==> src/rtl/pipeline_ex_stage.sv <==
// Execute stage: single-cycle ALU plus an iterative shift-add multiplier and
// restoring divider, registering the result and ID sideband into EX/MEM.
module pipeline_ex_stage #(
    parameter int unsigned DW = 64
) (
    input  logic          clk,
    input  logic          reset,
    input  logic          valid_ID,
    input  logic [DW-1:0] pc_ID,
    input  logic [DW-1:0] reg_data1_ID,
    input  logic [DW-1:0] reg_data2_ID,
    input  logic [DW-1:0] imm_ID,
    input  logic [4:0]    rd_ID,
    input  logic [3:0]    alu_ctrl_ID,
    input  logic          alu_a_sel_ID,
    input  logic          alu_b_sel_ID,
    input  logic [2:0]    dm_rd_ctrl_ID,
    input  logic [2:0]    dm_wr_ctrl_ID,
    input  logic          rf_wr_en_ID,
    input  logic [1:0]    rf_wr_sel_ID,
    input  logic          flush,
    output logic          ex_busy,
    output logic          valid_EX,
    output logic [DW-1:0] alu_result_EX,
    output logic [DW-1:0] reg_data2_EX,
    output logic [4:0]    rd_EX,
    output logic [DW-1:0] pc_EX,
    output logic [2:0]    dm_rd_ctrl_EX,
    output logic [2:0]    dm_wr_ctrl_EX,
    output logic          rf_wr_en_EX,
    output logic [1:0]    rf_wr_sel_EX
);

    localparam int unsigned CW  = $clog2(DW);
    localparam int unsigned SHW = $clog2(DW);

    localparam logic [3:0] OP_ADD   = 4'd0;
    localparam logic [3:0] OP_SUB   = 4'd1;
    localparam logic [3:0] OP_SLL   = 4'd2;
    localparam logic [3:0] OP_SLT   = 4'd3;
    localparam logic [3:0] OP_SLTU  = 4'd4;
    localparam logic [3:0] OP_XOR   = 4'd5;
    localparam logic [3:0] OP_SRL   = 4'd6;
    localparam logic [3:0] OP_SRA   = 4'd7;
    localparam logic [3:0] OP_OR    = 4'd8;
    localparam logic [3:0] OP_AND   = 4'd9;
    localparam logic [3:0] OP_PASSB = 4'd10;
    localparam logic [3:0] OP_MUL   = 4'd11;
    localparam logic [3:0] OP_DIV   = 4'd12;
    localparam logic [3:0] OP_DIVU  = 4'd13;
    localparam logic [3:0] OP_REM   = 4'd14;
    localparam logic [3:0] OP_REMU  = 4'd15;

    typedef enum logic [1:0] {IDLE, BUSY, DONE} state_t;

    state_t        state, state_n;
    logic [CW-1:0] cnt, cnt_n;
    logic [3:0]    op_r, op_n;
    logic [DW-1:0] a_r, a_n;
    logic [DW-1:0] b_r, b_n;
    logic [DW-1:0] q_r, q_n;
    logic [DW-1:0] acc_r, acc_n;
    logic          neg_q, neg_q_n;
    logic          neg_r, neg_r_n;

    logic          valid_n;
    logic [DW-1:0] result_n, rd2_n, pc_n;
    logic [4:0]    rd_n;
    logic [2:0]    dmr_n, dmw_n;
    logic          rfe_n;
    logic [1:0]    rfs_n;

    logic [DW-1:0] a_op, b_op, alu_c, md_c, res_c;
    logic [DW:0]   trial_c;
    logic          is_md_c, signed_c, emit_c;

    assign a_op     = alu_a_sel_ID ? pc_ID : reg_data1_ID;
    assign b_op     = alu_b_sel_ID ? imm_ID : reg_data2_ID;
    assign is_md_c  = (alu_ctrl_ID >= OP_MUL);
    assign signed_c = (alu_ctrl_ID == OP_DIV) || (alu_ctrl_ID == OP_REM);
    // Restoring-division trial subtract of the divisor magnitude
    assign trial_c  = {acc_r, q_r[DW-1]} - {1'b0, b_r};

    // Single-cycle ALU
    always_comb begin
        alu_c = '0;
        case (alu_ctrl_ID)
            OP_ADD:   alu_c = a_op + b_op;
            OP_SUB:   alu_c = a_op - b_op;
            OP_SLL:   alu_c = a_op << b_op[SHW-1:0];
            OP_SLT:   alu_c = DW'($signed(a_op) < $signed(b_op));
            OP_SLTU:  alu_c = DW'(a_op < b_op);
            OP_XOR:   alu_c = a_op ^ b_op;
            OP_SRL:   alu_c = a_op >> b_op[SHW-1:0];
            OP_SRA:   alu_c = DW'($signed(a_op) >>> b_op[SHW-1:0]);
            OP_OR:    alu_c = a_op | b_op;
            OP_AND:   alu_c = a_op & b_op;
            OP_PASSB: alu_c = b_op;
            default:  alu_c = '0;
        endcase
    end

    // Final mul/div result with RISC-V divide-by-zero and sign fix-up
    always_comb begin
        md_c = acc_r;
        case (op_r)
            OP_DIV, OP_DIVU: md_c = (b_r == '0) ? '1  : (neg_q ? -q_r : q_r);
            OP_REM, OP_REMU: md_c = (b_r == '0) ? a_r : (neg_r ? -acc_r : acc_r);
            default:         md_c = acc_r;
        endcase
    end

    // Next-state, iteration datapath and EX/MEM payload
    always_comb begin
        state_n = state;
        cnt_n   = cnt;
        op_n    = op_r;
        a_n     = a_r;
        b_n     = b_r;
        q_n     = q_r;
        acc_n   = acc_r;
        neg_q_n = neg_q;
        neg_r_n = neg_r;
        ex_busy = 1'b0;
        emit_c  = 1'b0;
        res_c   = alu_c;

        case (state)
            IDLE: begin
                if (valid_ID && !flush) begin
                    if (is_md_c) begin
                        ex_busy = 1'b1;
                        state_n = BUSY;
                        cnt_n   = '0;
                        op_n    = alu_ctrl_ID;
                        a_n     = a_op;
                        acc_n   = '0;
                        if (alu_ctrl_ID == OP_MUL) begin
                            q_n     = a_op;
                            b_n     = b_op;
                            neg_q_n = 1'b0;
                            neg_r_n = 1'b0;
                        end else begin
                            q_n     = (signed_c && a_op[DW-1]) ? -a_op : a_op;
                            b_n     = (signed_c && b_op[DW-1]) ? -b_op : b_op;
                            neg_q_n = signed_c && (a_op[DW-1] ^ b_op[DW-1]);
                            neg_r_n = signed_c && a_op[DW-1];
                        end
                    end else begin
                        emit_c = 1'b1;
                    end
                end
            end
            BUSY: begin
                ex_busy = 1'b1;
                if (op_r == OP_MUL) begin
                    acc_n = acc_r + (q_r[0] ? b_r : '0);
                    b_n   = b_r << 1;
                    q_n   = q_r >> 1;
                end else if (!trial_c[DW]) begin
                    acc_n = trial_c[DW-1:0];
                    q_n   = {q_r[DW-2:0], 1'b1};
                end else begin
                    acc_n = {acc_r[DW-2:0], q_r[DW-1]};
                    q_n   = {q_r[DW-2:0], 1'b0};
                end
                if (cnt == CW'(DW - 1)) begin
                    state_n = DONE;
                end else begin
                    cnt_n = cnt + CW'(1);
                end
            end
            DONE: begin
                emit_c  = 1'b1;
                res_c   = md_c;
                state_n = IDLE;
            end
            default: state_n = IDLE;
        endcase

        if (flush) begin
            state_n = IDLE;
            emit_c  = 1'b0;
            ex_busy = 1'b0;
        end
        if (!reset) begin
            ex_busy = 1'b0;
        end

        valid_n  = 1'b0;
        result_n = '0;
        rd2_n    = '0;
        rd_n     = '0;
        pc_n     = '0;
        dmr_n    = '0;
        dmw_n    = '0;
        rfe_n    = 1'b0;
        rfs_n    = '0;
        if (emit_c) begin
            valid_n  = 1'b1;
            result_n = res_c;
            rd2_n    = reg_data2_ID;
            rd_n     = rd_ID;
            pc_n     = pc_ID;
            dmr_n    = dm_rd_ctrl_ID;
            dmw_n    = dm_wr_ctrl_ID;
            rfe_n    = rf_wr_en_ID;
            rfs_n    = rf_wr_sel_ID;
        end
    end

    always_ff @(posedge clk or negedge reset) begin
        if (!reset) begin
            state         <= IDLE;
            cnt           <= '0;
            op_r          <= '0;
            a_r           <= '0;
            b_r           <= '0;
            q_r           <= '0;
            acc_r         <= '0;
            neg_q         <= 1'b0;
            neg_r         <= 1'b0;
            valid_EX      <= 1'b0;
            alu_result_EX <= '0;
            reg_data2_EX  <= '0;
            rd_EX         <= '0;
            pc_EX         <= '0;
            dm_rd_ctrl_EX <= '0;
            dm_wr_ctrl_EX <= '0;
            rf_wr_en_EX   <= 1'b0;
            rf_wr_sel_EX  <= '0;
        end else begin
            state         <= state_n;
            cnt           <= cnt_n;
            op_r          <= op_n;
            a_r           <= a_n;
            b_r           <= b_n;
            q_r           <= q_n;
            acc_r         <= acc_n;
            neg_q         <= neg_q_n;
            neg_r         <= neg_r_n;
            valid_EX      <= valid_n;
            alu_result_EX <= result_n;
            reg_data2_EX  <= rd2_n;
            rd_EX         <= rd_n;
            pc_EX         <= pc_n;
            dm_rd_ctrl_EX <= dmr_n;
            dm_wr_ctrl_EX <= dmw_n;
            rf_wr_en_EX   <= rfe_n;
            rf_wr_sel_EX  <= rfs_n;
        end
    end

endmodule

==> config.mk <==
export PLATFORM = sky130hd
export DESIGN_NAME = pipeline_ex_stage
export DESIGN_NICKNAME = d
export VERILOG_FILES = /design/src/rtl/pipeline_ex_stage.sv
export SDC_FILE = /design/constraint.sdc
export NUM_CORES = 2
export LEC_CHECK = 0
export CAP_MARGIN = 10
export CORE_ASPECT_RATIO = 1.25
export CORE_MARGIN = 5
export CORE_UTILIZATION = 35
export CTS_CLUSTER_SIZE = 25
export DETAILED_ROUTE_END_ITERATION = 8
export GPL_ROUTABILITY_DRIVEN = 1
export SYNTH_ARGS = -nofsm -noshare
export SYNTH_HDL_FRONTEND = slang
export SYNTH_SLANG_ARGS = --single-unit
==> constraint.sdc <==
create_clock -name clk -period 4.5 [get_ports clk]
set_clock_uncertainty 0.2 [all_clocks]
set_input_delay 0.45 -clock clk [delete_from_list [all_inputs] [get_ports clk]]
set_output_delay 0.45 -clock clk [all_outputs]
set_load 0.05 [all_outputs]
---- Word level (Yosys, flattened, before mapping) ----
Cells that the tools add are included.
word-level totals
  word-level logic and storage cells ...... 139
  output and inout bits ................... 208
  input port bits ......................... 280
  flip-flop bits (word level) ............. 477
operators by class
  shifts and indexed selects .............. 3
  add/subtract/negate cells ............... 9
  reductions and logical operators ........ 17
  bitwise logic cells ..................... 4
  multiplexer cells ....................... 57
  $lt $le $gt $ge ......................... 3
  equal/unequal tests ..................... 28
operator list
  operator                                        count
  two-way mux 64 bit                              25
  case mux 64 bit (11 select lines)               1
  case mux 64 bit (2 select lines)                4
  negation 64 bit                                 4
  adder 64 bit                                    2
  less-than comparator 64 bit                     2
  subtractor 65 x 64 -> 65 bit                    1
  AND 64 bit                                      1
  zero test 64 bit                                1
  OR 64 bit                                       1
  << shifter 64 x 6 -> 64 bit                     1
  right shift 64 x 6 -> 64 bit                    1
  >>> shifter 64 x 6 -> 64 bit                    1
  subtractor 64 bit                               1
  bitwise XOR 64 bit                              1
  == test 4 bit (second input constant)           11
  two-way mux 6 bit                               3
  == test 4 x 3 -> 1 bit (second input constant)  4
  two-way mux 1 bit                               12
  case mux 6 bit (2 select lines)                 1
  two-way mux 2 bit                               5
  != test 3 bit (second input constant)           3
  AND reduction 3 bit                             3
  == test 4 x 2 -> 1 bit (second input constant)  2
  20 further kinds                                30

---- Longest topological paths before layout ----
  depth after elaboration ................. 8
  mapped depth ............................ 24
  mapped depth without buffers ............ 17

---- Least setup slack after synthesis ----
Ideal clock, no wire load.
  path kind ............................... input -> register
  start point ............................. input alu_b_sel_ID
  end point ............................... register alu_result_EX[54]
  library setup time ...................... 0.136 ns
  arrival ................................. 5.761 ns
  path buffers ............................ 9
  data required time ...................... 4.164 ns
  setup slack ............................. -1.597 ns
  stages on the path ...................... 23
  path through ............................ buf_2 buf_6 buf_6 buf_6 mux2i_1 clkbuf_1 clkbuf_1 clkbuf_1 buf_1 ha_1 buf_2 a211oi_1 nor4_1 or2_2 o311ai_0 nand2_1 a41oi_1 o41ai_2 a41oi_1 o21a_1 xnor2_1 a221oi_1 nor3_1
on the way
  word-level cells in the longest chain between the ends .. 5
  elaborated cells on any way between the ends .. 12
  classes of those cells .................. add/sub: 2; shift: 3; mux: 4; bitwise: 3
ends and longest elaborated chain
  item                                             RTL line  source
  start: declaration                               16        input logic alu_b_sel_ID,
  two-way mux 64 bit (*)                           78        assign b_op = alu_b_sel_ID ? imm_ID : reg_data2_ID;
  subtractor 64 bit, or another cell as far along  89        OP_SUB: alu_c = a_op - b_op;
  case mux 64 bit (11 select lines) (*)            87        case (alu_ctrl_ID)
  two-way mux 64 bit (*)                           128       case (state)
  two-way mux 64 bit (*)                           199       if (emit_c) begin
  net result_n[54]                                 67        logic [DW-1:0] result_n, rd2_n, pc_n;
  end signal: assignment                           243       alu_result_EX <= result_n;
  end: declaration                                 24        output logic [DW-1:0] alu_result_EX,
The timed path passes the listed nets; every way through them passes the cells marked *.
A chain may end at the register's enable or synchronous reset.

---- Final worst setup path ----
  start point ............................. input pc_ID[9]
  end point ............................... register alu_result_EX[61]
on the way
  word-level cells in the longest chain between the ends .. 5
  elaborated cells on any way between the ends .. 9
  classes of those cells .................. add/sub: 2; shift: 3; mux: 4
ends and longest elaborated chain
  item                                             RTL line  source
  start: declaration                               9         input logic [DW-1:0] pc_ID,
  two-way mux 64 bit (*)                           77        assign a_op = alu_a_sel_ID ? pc_ID : reg_data1_ID;
  net a_op[9]                                      73        logic [DW-1:0] a_op, b_op, alu_c, md_c, res_c;
  subtractor 64 bit, or another cell as far along  89
  case mux 64 bit (11 select lines) (*)            87
  two-way mux 64 bit (*)                           128
  two-way mux 64 bit (*)                           199
  net result_n[61]                                 67
Marked as above.

==> out/summary.txt <==
Overall power: 35.64 mW
Slew at the pin closest to its max-slew limit: 0.9846 ns
DR pass1 iterations: 8
Synth cell types: 106
Num CTS Buffers: 57
Setup violations, final: 0
Synthesized area: 0.05486 sq mm
Peak Freq: 0.2229 GHz
PD cells: 434.8 mW/mm^2
Net count reported at finish: 10510
Yosys warns: 0
Worst Path Max Fanout: 5
Ys async rst share: 100.0%
GP Congestion: 1.114
RSZ-0062 raised after global routing: yes
WL final: 381900 um
CTS tree: built
Wire per inst: 31.83 um
Largest net degree at the start of global routing: 138
Final hold violation count: 0
Vias: 73220
P_sw: 17.18 mW
GRT overflow: 0
Critical Path End Type: flip-flop
Total number of clock tree sinks: 477
Die area: 0.1648 sq mm
Leakage: 37.76 nW
Worst-path clk slew: 0.06 ns
Slowest stage delay, CP: 0.51 ns
Detailed Place HPWL: 315400 um
Seq cells post-synth: 477
Initial Util: 35.19%
Type of the worst min-delay path: in -> async
Horiz. Die Dim: 364.1 um
Share of cells above drive strength 1: 27.55%
EDFF count, synth: 0
Crit-path most repeated cell: buf_4
Syn Area/Cell: 7.252 sq um
Max Cap Viol: 0
Final Util: 52.59%
Iter 0 DRT Violations: 9419
Comb pwr share: 68.5%
Min Hold Slack: 0.06594 ns
CP arrival: 4.95 ns
Slowest CP cell: clkdlybuf4s50_1
Row count: 162
Peak supply drop: 0.3497 mV
Total GRT Usage: 44.29%
Setup TNS: 0 ns
Vias per std cell: 6.102
Top Family by Delay on Critical Path: compound AO/OA/AOI/OAI gates
Final period util: 99.68%
Initial antenna violation count: 36
CP Launch Type: primary input
Clk buf depth: 3
Number of fill cells: 15350
Worst Path Buf+Inv: 7
Ports: 488
DR DRC count: 0
Latest clock arrival within the worst-skew pair: 0.72 ns
Root buf cell: clkbuf_16
H-tree depth: 2
P_int: 18.47 mW
Register area share after synthesis: 21.76%
Slew HR: 34.36%
Core Region: 0.1559 sq mm
I/O Buffers: 487
R2R setup slack: 0.04 ns
Switching Fraction: 48.19%
Area Growth Syn to Fin: 49.42%
Final ANT Viol Nets: 0
Max-slew violation count: 0
Syn_nets: 8183
Critical Path RT: 4.96 ns
Cell-by-cell trace of the critical path: clkdlybuf4s50_1, mux2i_1, buf_4, buf_4, inv_1, ha_2, o21ai_0, a221oi_1, nor2_1, o211ai_1, buf_4, a41o_1, nand4_1, buf_4, a2111oi_4, nand2b_2, a31oi_1, xnor2_1, nand2_1, a31oi_4, buf_4
Post-synthesis cell count: 7565
Status: finished, final reports clean
Clk pwr share: 14.4%
Height of the die: 452.6 um
First-pass GRT wire length: 525000 um
Via count of the first global-routing pass: 70540
Sequential fraction of design power: 17.1%
Primary FF master, synth: dfrtp_1
Tmin final: 4.486 ns
Critical path type: in -> reg
[flip-flops by register name, indices dropped and copies added, names as in the netlist]
register       cells
q_r               64
alu_result_EX     64
neg_r              1
acc_r             64
pc_EX             64
reg_data2_EX      64
dm_rd_ctrl_EX      3
neg_q              1
op_r               4
valid_EX           1
state              2
rd_EX              5
rf_wr_en_EX        1
cnt                6
a_r               64
b_r               64
dm_wr_ctrl_EX      3
rf_wr_sel_EX       2
[cell usage in the layout (no fill, tap or decap), drive strengths merged, types with 115 or more instances in the layout]
cell / netlist / final
buf: 101 / 2344
nand2: 827 / 827
a21oi: 795 / 795
nor2: 715 / 715
o21ai: 674 / 674
dfrtp: 477 / 477
clkdlybuf4s50: 0 / 473
mux2i: 354 / 354
ha: 334 / 334
inv: 304 / 306
xnor2: 270 / 270
a211oi: 187 / 187
and2: 164 / 164
nor3: 151 / 151
a31oi: 117 / 117
o22ai: 115 / 115
[cells in the mapped netlist, drive strengths merged (115+ instances only)]
cell type,n,area [sq um]
a211oi,187,1404
a21oi,795,3979
a31oi,117,732.0
and2,164,1026
clkbuf,462,1745
dfrtp,477,11940
ha,334,4179
inv,304,1141
mux2i,354,3567
nand2,827,3104
nor2,715,2684
nor3,151,772.0
o21ai,674,3377
o22ai,115,719.4
xnor2,270,2380
[metal layers]
layer,vias to the layer above,share of wire (%),track usage [%]
li1,32230,-,-
met1,35580,39,56.72
met2,4375,42,67.15
met3,1006,11,11.15
met4,26,7.9,26.74
met5,-,0.046,0
[path summary, 6_finish.rpt]
kind / start / to / cells after the start
min in group clk: alu_ctrl_ID[0] / op_r[0] / 4
max reg2reg: q_r[0] / acc_r[59] / 18
max in group asynchronous: reset / q_r[63] / 3
min: reset / reg_data2_EX[23] / 2
min reg2reg: a_r[30] / a_r[30] / 2
max: pc_ID[9] / alu_result_EX[61] / 21
[stage by stage]
step / std cells / setup WS [ns] / cell area, sq um
2_1_floorplan: 7565 / -0.4308 / 55650
3_5_place_dp: 11840 / -1.246 / 78690
4_1_cts: 11950 / 0.003152 / 81040
5_1_grt: 11990 / -0.05649 / 81930
6_report: 12000 / 0.01446 / 81970
3_3_place_gp: 11840 / -1.256 / 78690
[logic make-up (layout without fill, tap and decap cells)]
group	Yosys count	count (layout)	share of synthesized area, %
AOI/OAI and AO/OA	2732	2732	31.22
xor gates and xnor gates	374	374	5.998
adders and majority gates	338	338	7.764
buffers and inverters	874	3244	6.163
DFF	477	477	21.76
muxes	381	381	7.077
other	0	15	0
and+or+nand+nor	2389	2389	20.02
[power groups by stage]
stage	registers [mW]	clock network, mW	logic (mW)
after floorplan	6.29	0	11.2
after global placement	6.12	0	22.8
after detailed placement	6.14	0	22.9
after CTS	6.06	5.19	23.2
after global routing	6.21	5.34	25.8
final	6.10	5.13	24.4
[final cells by class]
class | instances | area, sq um | share of cell area [%]
multi-input combinational | 6214 | 40920 | 49.93
tap | 2050 | 2565 | 3.129
sequential | 477 | 11940 | 14.57
clock inverter | 21 | 300.3 | 0.3664
timing repair buffer | 2831 | 23310 | 28.44
antenna | 15 | 37.54 | 0.04579
clock buffer | 81 | 1698 | 2.071
inverter | 311 | 1195 | 1.458
[repair_timing]
item                                   CTS  global route
hold buffers                             1             3
setup endpoints to repair              101           100
pin swaps                               18            59
setup buffers                            9            27
endpoints found under the hold margin   99             3
gates cloned                             0             2
resized for setup                       53           137
Note: power is estimated with default switching activity, not from simulation.
